### src/rtl/gbc_bus_arbiter.sv
// Two-initiator pipelined Wishbone arbiter for the GBC memory bus (CPU = initiator 0,
// OAM/HDMA DMA = initiator 1) with outstanding-strobe limiting and ACK timeout abort.
module gbc_bus_arbiter #(
   parameter int unsigned AddressWidth   = 16,
   parameter int unsigned DataWidth      = 8,
   parameter string       Policy         = "Fixed",
   parameter int unsigned MaxOutstanding = 4,
   parameter int unsigned TimeoutCycles  = 256
) (
   input  logic                    clk,
   input  logic                    rst,
   input  logic                    i0_cyc,
   input  logic                    i0_stb,
   input  logic                    i0_we,
   input  logic [AddressWidth-1:0] i0_adr,
   input  logic [DataWidth-1:0]    i0_dat_w,
   output logic [DataWidth-1:0]    i0_dat_r,
   output logic                    i0_ack,
   output logic                    i0_stall,
   output logic                    i0_err,
   input  logic                    i1_cyc,
   input  logic                    i1_stb,
   input  logic                    i1_we,
   input  logic [AddressWidth-1:0] i1_adr,
   input  logic [DataWidth-1:0]    i1_dat_w,
   output logic [DataWidth-1:0]    i1_dat_r,
   output logic                    i1_ack,
   output logic                    i1_stall,
   output logic                    i1_err,
   output logic                    t_cyc,
   output logic                    t_stb,
   output logic                    t_we,
   output logic [AddressWidth-1:0] t_adr,
   output logic [DataWidth-1:0]    t_dat_w,
   input  logic [DataWidth-1:0]    t_dat_r,
   input  logic                    t_ack,
   input  logic                    t_stall,
   output logic [1:0]              grant
);

   typedef enum logic [1:0] {
      IDLE  = 2'd0,
      OWN0  = 2'd1,
      OWN1  = 2'd2,
      ABORT = 2'd3
   } state_t;

   localparam logic [3:0]  MaxOut     = 4'(MaxOutstanding);
   localparam logic [15:0] TimeLast   = 16'(TimeoutCycles - 1);
   localparam bit          RoundRobin = (Policy == "RoundRobin");

   state_t                  state_r;
   logic [1:0]              grant_r;
   logic [3:0]              outstanding_r;
   logic [15:0]             timer_r;
   logic                    pref_r;

   logic                    own_s;
   logic                    own_cyc_s;
   logic                    own_stb_s;
   logic                    own_we_s;
   logic [AddressWidth-1:0] own_adr_s;
   logic [DataWidth-1:0]    own_dat_w_s;
   logic                    full_s;
   logic                    pend_s;
   logic                    accept_s;
   logic                    fwd_ack_s;
   logic                    tmo_s;

   assign grant    = grant_r;
   assign i0_dat_r = t_dat_r;
   assign i1_dat_r = t_dat_r;

   // Select the current owner's request signals and derive bus-cycle status.
   always_comb begin
      own_s       = (state_r == OWN0) || (state_r == OWN1);
      own_cyc_s   = grant_r[1] ? i1_cyc   : i0_cyc;
      own_stb_s   = grant_r[1] ? i1_stb   : i0_stb;
      own_we_s    = grant_r[1] ? i1_we    : i0_we;
      own_adr_s   = grant_r[1] ? i1_adr   : i0_adr;
      own_dat_w_s = grant_r[1] ? i1_dat_w : i0_dat_w;
      full_s      = (outstanding_r == MaxOut);
      pend_s      = (outstanding_r != 4'd0);
      fwd_ack_s   = own_s & t_ack & pend_s;
      // A same-cycle ACK beats the timeout.
      tmo_s       = own_s & own_cyc_s & pend_s & ~t_ack & (timer_r == TimeLast);
   end

   // Drive target and initiator handshake outputs from the owner mux.
   always_comb begin
      t_cyc   = 1'b0;
      t_stb   = 1'b0;
      t_we    = 1'b0;
      t_adr   = {AddressWidth{1'b0}};
      t_dat_w = {DataWidth{1'b0}};
      if (own_s) begin
         t_cyc   = own_cyc_s;
         t_stb   = own_stb_s & ~full_s;
         t_we    = own_we_s;
         t_adr   = own_adr_s;
         t_dat_w = own_dat_w_s;
      end else begin
         t_cyc   = 1'b0;
      end
      accept_s = t_stb & ~t_stall;
      i0_ack   = (state_r == OWN0) & fwd_ack_s;
      i1_ack   = (state_r == OWN1) & fwd_ack_s;
      i0_err   = (state_r == OWN0) & tmo_s;
      i1_err   = (state_r == OWN1) & tmo_s;
      i0_stall = (state_r == OWN0) ? (t_stall | full_s) : 1'b1;
      i1_stall = (state_r == OWN1) ? (t_stall | full_s) : 1'b1;
   end

   // Ownership FSM with outstanding-strobe counter and ACK timeout timer.
   always_ff @(posedge clk or negedge rst) begin
      if (!rst) begin
         state_r       <= IDLE;
         grant_r       <= 2'b00;
         outstanding_r <= 4'd0;
         timer_r       <= 16'd0;
         pref_r        <= 1'b0;
      end else begin
         case (state_r)
            IDLE: begin
               outstanding_r <= 4'd0;
               timer_r       <= 16'd0;
               if (i0_cyc && i1_cyc) begin
                  if (RoundRobin && pref_r) begin
                     state_r <= OWN1;
                     grant_r <= 2'b10;
                     pref_r  <= 1'b0;
                  end else begin
                     state_r <= OWN0;
                     grant_r <= 2'b01;
                     pref_r  <= 1'b1;
                  end
               end else if (i0_cyc) begin
                  state_r <= OWN0;
                  grant_r <= 2'b01;
               end else if (i1_cyc) begin
                  state_r <= OWN1;
                  grant_r <= 2'b10;
               end else begin
                  grant_r <= 2'b00;
               end
            end
            OWN0, OWN1: begin
               if (!own_cyc_s) begin
                  // Owner abandons the cycle; any late ACKs are dropped in IDLE.
                  state_r       <= IDLE;
                  grant_r       <= 2'b00;
                  outstanding_r <= 4'd0;
                  timer_r       <= 16'd0;
               end else if (tmo_s) begin
                  state_r       <= ABORT;
                  outstanding_r <= 4'd0;
                  timer_r       <= 16'd0;
               end else begin
                  outstanding_r <= outstanding_r + {3'b000, accept_s} - {3'b000, fwd_ack_s};
                  if (fwd_ack_s || !pend_s) begin
                     timer_r <= 16'd0;
                  end else begin
                     timer_r <= timer_r + 16'd1;
                  end
               end
            end
            ABORT: begin
               outstanding_r <= 4'd0;
               timer_r       <= 16'd0;
               if (!own_cyc_s) begin
                  state_r <= IDLE;
                  grant_r <= 2'b00;
               end else begin
                  state_r <= ABORT;
               end
            end
            default: begin
               state_r       <= IDLE;
               grant_r       <= 2'b00;
               outstanding_r <= 4'd0;
               timer_r       <= 16'd0;
            end
         endcase
      end
   end

endmodule

### config.mk
export PLATFORM = sky130hd
export DESIGN_NAME = gbc_bus_arbiter
export DESIGN_NICKNAME = d
export VERILOG_FILES = /design/src/rtl/gbc_bus_arbiter.sv
export SDC_FILE = /design/constraint.sdc
export NUM_CORES = 1
export LEC_CHECK = 0
export CAP_MARGIN = 20
export CORE_AREA = 8 8 79 81
export CTS_BUF_LIST = sky130_fd_sc_hd__clkbuf_16
export DETAILED_ROUTE_END_ITERATION = 12
export DIE_AREA = 0 0 87 89
export GPL_ROUTABILITY_DRIVEN = 0
export HOLD_SLACK_MARGIN = 0.1
export PLACE_DENSITY = 0.91
export RECOVER_POWER = 25
export SLEW_MARGIN = 20
export SYNTH_ARGS = -nofsm -noshare
export SYNTH_HDL_FRONTEND = slang
export SYNTH_SLANG_ARGS = --single-unit
### constraint.sdc
create_clock -name clk -period 4.5 [get_ports clk]
set_input_delay 1.125 -clock clk [delete_from_list [all_inputs] [get_ports clk]]
set_output_delay 1.125 -clock clk [all_outputs]
set_load 0.02 [all_outputs]
==> impl_results.html <==
<table>
<tr><th>Metric</th><th>Value</th></tr>
<tr><th colspan="2">Status</th></tr>
<tr><td>Result of the run</td><td>finished, final reports clean</td></tr>
<tr><th colspan="2">Power and ir drop</th></tr>
<tr><td>Overall power of the completed layout</td><td>1540 uW</td></tr>
<tr><td>Cell Pwr Density</td><td>520 mW/mm^2</td></tr>
<tr><td>Largest voltage drop on the vdd net</td><td>0.000310 V</td></tr>
<tr><td>P_leak</td><td>0.00115 uW</td></tr>
<tr><th colspan="2">Clocking</th></tr>
<tr><td>Number of hold buffers added after cts</td><td>0</td></tr>
<tr><td>CTS Buf Count</td><td>3</td></tr>
<tr><td>CTS tree</td><td>built</td></tr>
<tr><td>Number of gates resized after cts</td><td>0</td></tr>
<tr><td>Number of clock sinks</td><td>24</td></tr>
<tr><td>Clock tree buffer depth</td><td>2</td></tr>
<tr><td>Maximum level of the CTS H-tree</td><td>1</td></tr>
<tr><td>Clk pin slew, worst setup/hold paths</td><td>60 ps</td></tr>
<tr><td>Clock latency on the worst-skew pair</td><td>260 ps</td></tr>
<tr><td>Number of buffers inserted to repair setup after CTS</td><td>0</td></tr>
<tr><td>Clock Tree Root</td><td>clkbuf_16</td></tr>
<tr><th colspan="2">STA</th></tr>
<tr><td>Final Slew Violations</td><td>0</td></tr>
<tr><td>Final setup violating endpoints</td><td>0</td></tr>
<tr><td>Headroom to the max-slew limit</td><td>17.0%</td></tr>
<tr><td>Post-layout worst setup margin</td><td>118 ps</td></tr>
<tr><td>RSZ-0062 raised after global routing</td><td>false</td></tr>
<tr><td>Time the final worst path needs with I/O delays and setup</td><td>4380 ps</td></tr>
<tr><td>Endpoints failing hold</td><td>0</td></tr>
<tr><td>Worst clock skew on the final layout</td><td>1.70 ps</td></tr>
<tr><td>Maximum clock frequency</td><td>228 MHz</td></tr>
<tr><td>Measured slew at the worst slew-check pin</td><td>1240 ps</td></tr>
<tr><td>Final TNS setup</td><td>0 ps</td></tr>
<tr><td>Tcrit/Tclk final</td><td>97.4%</td></tr>
<tr><th colspan="2">Critical path</th></tr>
<tr><td>Kind of cell adding the most delay to the critical path</td><td>buffers and inverters</td></tr>
<tr><td>Crit start category</td><td>input port</td></tr>
<tr><td>Critical path capture point type</td><td>output pin</td></tr>
<tr><td>Arrival time of data at the critical path endpoint</td><td>3260 ps</td></tr>
<tr><td>Library cell contributing the largest single delay on the critical path</td><td>clkdlybuf4s50_1</td></tr>
<tr><td>Count of buffering cells on the critical path with inverters included</td><td>3</td></tr>
<tr><td>Worst endpoint required time</td><td>3380 ps</td></tr>
<tr><td>Cells along the critical path</td><td>clkdlybuf4s50_1, nor4_1, nand2_1, nor4_1, buf_4, and2_1, clkdlybuf4s50_1</td></tr>
<tr><td>Crit path kind</td><td>input port to output pin</td></tr>
<tr><td>Number of gates on the worst path with buffers counted</td><td>7</td></tr>
<tr><td>R2r worst-path depth</td><td>10</td></tr>
<tr><td>Maximum net fanout on the critical path</td><td>3</td></tr>
<tr><td>Highest cell delay on the worst timing path</td><td>600 ps</td></tr>
<tr><th colspan="2">Detailed routing</th></tr>
<tr><td>Via count</td><td>1836</td></tr>
<tr><td>Detailed-router iteration count before antenna repair</td><td>4</td></tr>
<tr><td>Vias per inst</td><td>4.92</td></tr>
<tr><td>Remaining design rule violation count</td><td>0</td></tr>
<tr><td>Number of violations reported at the end of detailed-routing iteration 0</td><td>65</td></tr>
<tr><td>Avg WL per Cell</td><td>16.3 um</td></tr>
<tr><td>Total wirelength of the detailed-routed design</td><td>6.08 mm</td></tr>
<tr><td>Routed Antenna Nets</td><td>0</td></tr>
<tr><th colspan="2">Logic synthesis</th></tr>
<tr><td>Number of flops mapped to enable cells by yosys</td><td>0</td></tr>
<tr><td>Yosys top cell area share</td><td>29.8%</td></tr>
<tr><td>Synth Register Bits</td><td>24</td></tr>
<tr><td>Largest area contributor in the netlist</td><td>dfrtp_1</td></tr>
<tr><td>Async SR Flop Fraction</td><td>100%</td></tr>
<tr><td>Syn Std Cell Area</td><td>0.00202 sq mm</td></tr>
<tr><td>Syn Inst Count</td><td>226</td></tr>
<tr><td>Per-instance average area after synthesis</td><td>8.92 sq um</td></tr>
<tr><td>Most area-consuming cells after synthesis</td><td>dfrtp_1 (30%), mux2i_1 (13%), nor2b_1 (8.4%)</td></tr>
<tr><td>Count of yosys warnings during synthesis</td><td>0</td></tr>
<tr><td>Distinct cells, synth</td><td>34</td></tr>
<tr><td>Synthesized net count</td><td>304</td></tr>
<tr><td>Main synth FF type</td><td>dfrtp_1</td></tr>
<tr><td>Sequential element share of the synthesized area</td><td>29.8%</td></tr>
<tr><th colspan="2">Floorplanning</th></tr>
<tr><td>Initial Utilization</td><td>40.5%</td></tr>
<tr><td>Floorplan Core Area</td><td>0.00498 sq mm</td></tr>
<tr><td>Y dimension of the die</td><td>89 um</td></tr>
<tr><td>Boundary Pins</td><td>117</td></tr>
<tr><td>Die Area</td><td>0.00774 sq mm</td></tr>
<tr><td>Horizontal die dimension</td><td>87 um</td></tr>
<tr><td>Number of placement rows</td><td>26</td></tr>
<tr><th colspan="2">Job</th></tr>
<tr><td>MaxCap Viol Count</td><td>0</td></tr>
<tr><th colspan="2">Global routing</th></tr>
<tr><td>Total global routing overflow</td><td>0</td></tr>
<tr><td>Number of global-route vias before repair</td><td>1786</td></tr>
<tr><td>Total track usage</td><td>15.3%</td></tr>
<tr><td>Number of antenna violations at the first check in global routing</td><td>0</td></tr>
<tr><td>Pin count of the biggest net entering global routing</td><td>31</td></tr>
<tr><td>First-pass GRT wire length</td><td>9.29 mm</td></tr>
<tr><th colspan="2">Cells and area</th></tr>
<tr><td>Area of all placed cells without fillers</td><td>0.00297 sq mm</td></tr>
<tr><td>Most frequent standard cell in the layout excluding fill and tap cells</td><td>clkdlybuf4s50_1</td></tr>
<tr><td>Area occupied by registers</td><td>601 sq um</td></tr>
<tr><td>Post-Route Utilization</td><td>59.7%</td></tr>
<tr><td>Share of layout cells above drive strength 1</td><td>4.29%</td></tr>
<tr><td>Ant. Diodes</td><td>0</td></tr>
<tr><td>Commonest cells after routing, fill and taps aside</td><td>clkdlybuf4s50_1 (91), nor2b_1 (27), mux2i_1 (26)</td></tr>
<tr><td>Area of combinational cells with multiple inputs</td><td>0.00121 sq mm</td></tr>
<tr><td>Layout fillers</td><td>426</td></tr>
<tr><td>Area grow syn2layout</td><td>47.3%</td></tr>
<tr><td>Fin nets</td><td>382</td></tr>
<tr><th colspan="2">Placement</th></tr>
<tr><td>Area of placed instances</td><td>0.00290 sq mm</td></tr>
<tr><td>Placed wire-length estimate</td><td>4.96 mm</td></tr>
<tr><td>Count of input and output buffers</td><td>92</td></tr>
<tr><td>Place WS</td><td>106 ps</td></tr>
<tr><th colspan="2">Min path</th></tr>
<tr><td>Hold/Removal Path Class</td><td>flip-flop to flip-flop</td></tr>
<tr><td>Cell count of the worst hold path</td><td>1</td></tr>
</table>
-- flip-flops by register name, indices dropped and copies added, names as in the netlist --
| register | cells |
|---|---|
| timer_r | 16 |
| grant | 2 |
| state_r | 2 |
| outstanding_r | 4 |
-- synthesized netlist by cell type, types with 7 or more instances --
cell      n
buf_4    16
nor2_1   23
xnor2_1  11
mux2i_1  26
a21oi_1   7
dfrtp_1  24
nor2b_1  27
ha_1     11
and2_1    8
inv_1    12
nand3_1   8
nand2_1   9
-- worst reg2reg max path, delay by kind of cell (launching register included) --
family | cells | cell delay, ps
xor gates and xnor gates | 1 | 150
adders and majority gates | 4 | 1050
buffers and inverters | 2 | 120
DFF | 1 | 380
and+or+nand+nor | 3 | 860
-- per-layer routing --
layer / up-vias / GRT usage (%) / wire, um
met5: - / 0 / 0
met4: 0 / 4.54 / 82
met3: 7 / 6.34 / 826
met2: 91 / 24.8 / 2680
met1: 839 / 18.2 / 2480
li1: 899 / - / -
-- cell type report --
| type | count | area share [%] |
|---|---|---|
| sequential | 24 | 20.2 |
| inverter | 12 | 1.52 |
| tap | 70 | 2.95 |
| clock buffer | 3 | 2.53 |
| clock inverter | 1 | 0.126 |
| multi-input combinational | 167 | 40.9 |
| timing repair buffer | 96 | 31.8 |
-- worst paths after layout --
path | start | slack (ps) | to
min in group asynchronous | rst | 1110 | timer_r[0]
worst min register to register | timer_r[0] | 500 | timer_r[0]
worst min-delay path | timer_r[0] | 500 | timer_r[0]
max in group asynchronous | rst | 2650 | outstanding_r[3]
worst max-delay path | t_ack | 120 | i1_err
worst max register to register | outstanding_r[2] | 1840 | outstanding_r[2]
-- per-stage QoR --
stage / hold slack [ps] / cells
global placement: 475 / 369
CTS: 510 / 373
finish: 503 / 373
global route: 542 / 373
floorplan: 450 / 226
detailed placement: 502 / 369
-- logic make-up (layout without fill, tap and decap cells) --
logic type | count (synthesis) | after routing | share of synthesized area [%]
XOR/XNOR | 16 | 16 | 6.95
AND/OR/NAND/NOR | 96 | 96 | 25.9
flip-flops | 24 | 24 | 29.8
adder cells (fa/ha/maj) | 12 | 12 | 7.82
multiplexers | 29 | 29 | 14.6
AO/OA/AOI/OAI | 14 | 14 | 4.96
buffers and inverters | 35 | 112 | 9.99
-- report_power, final --
part | switching, uW | internal, uW
registers | 17.6 | 241
clock network | 74.3 | 119
logic | 566 | 526
total | 658 | 886
Note: power is estimated with default switching activity, not from simulation.
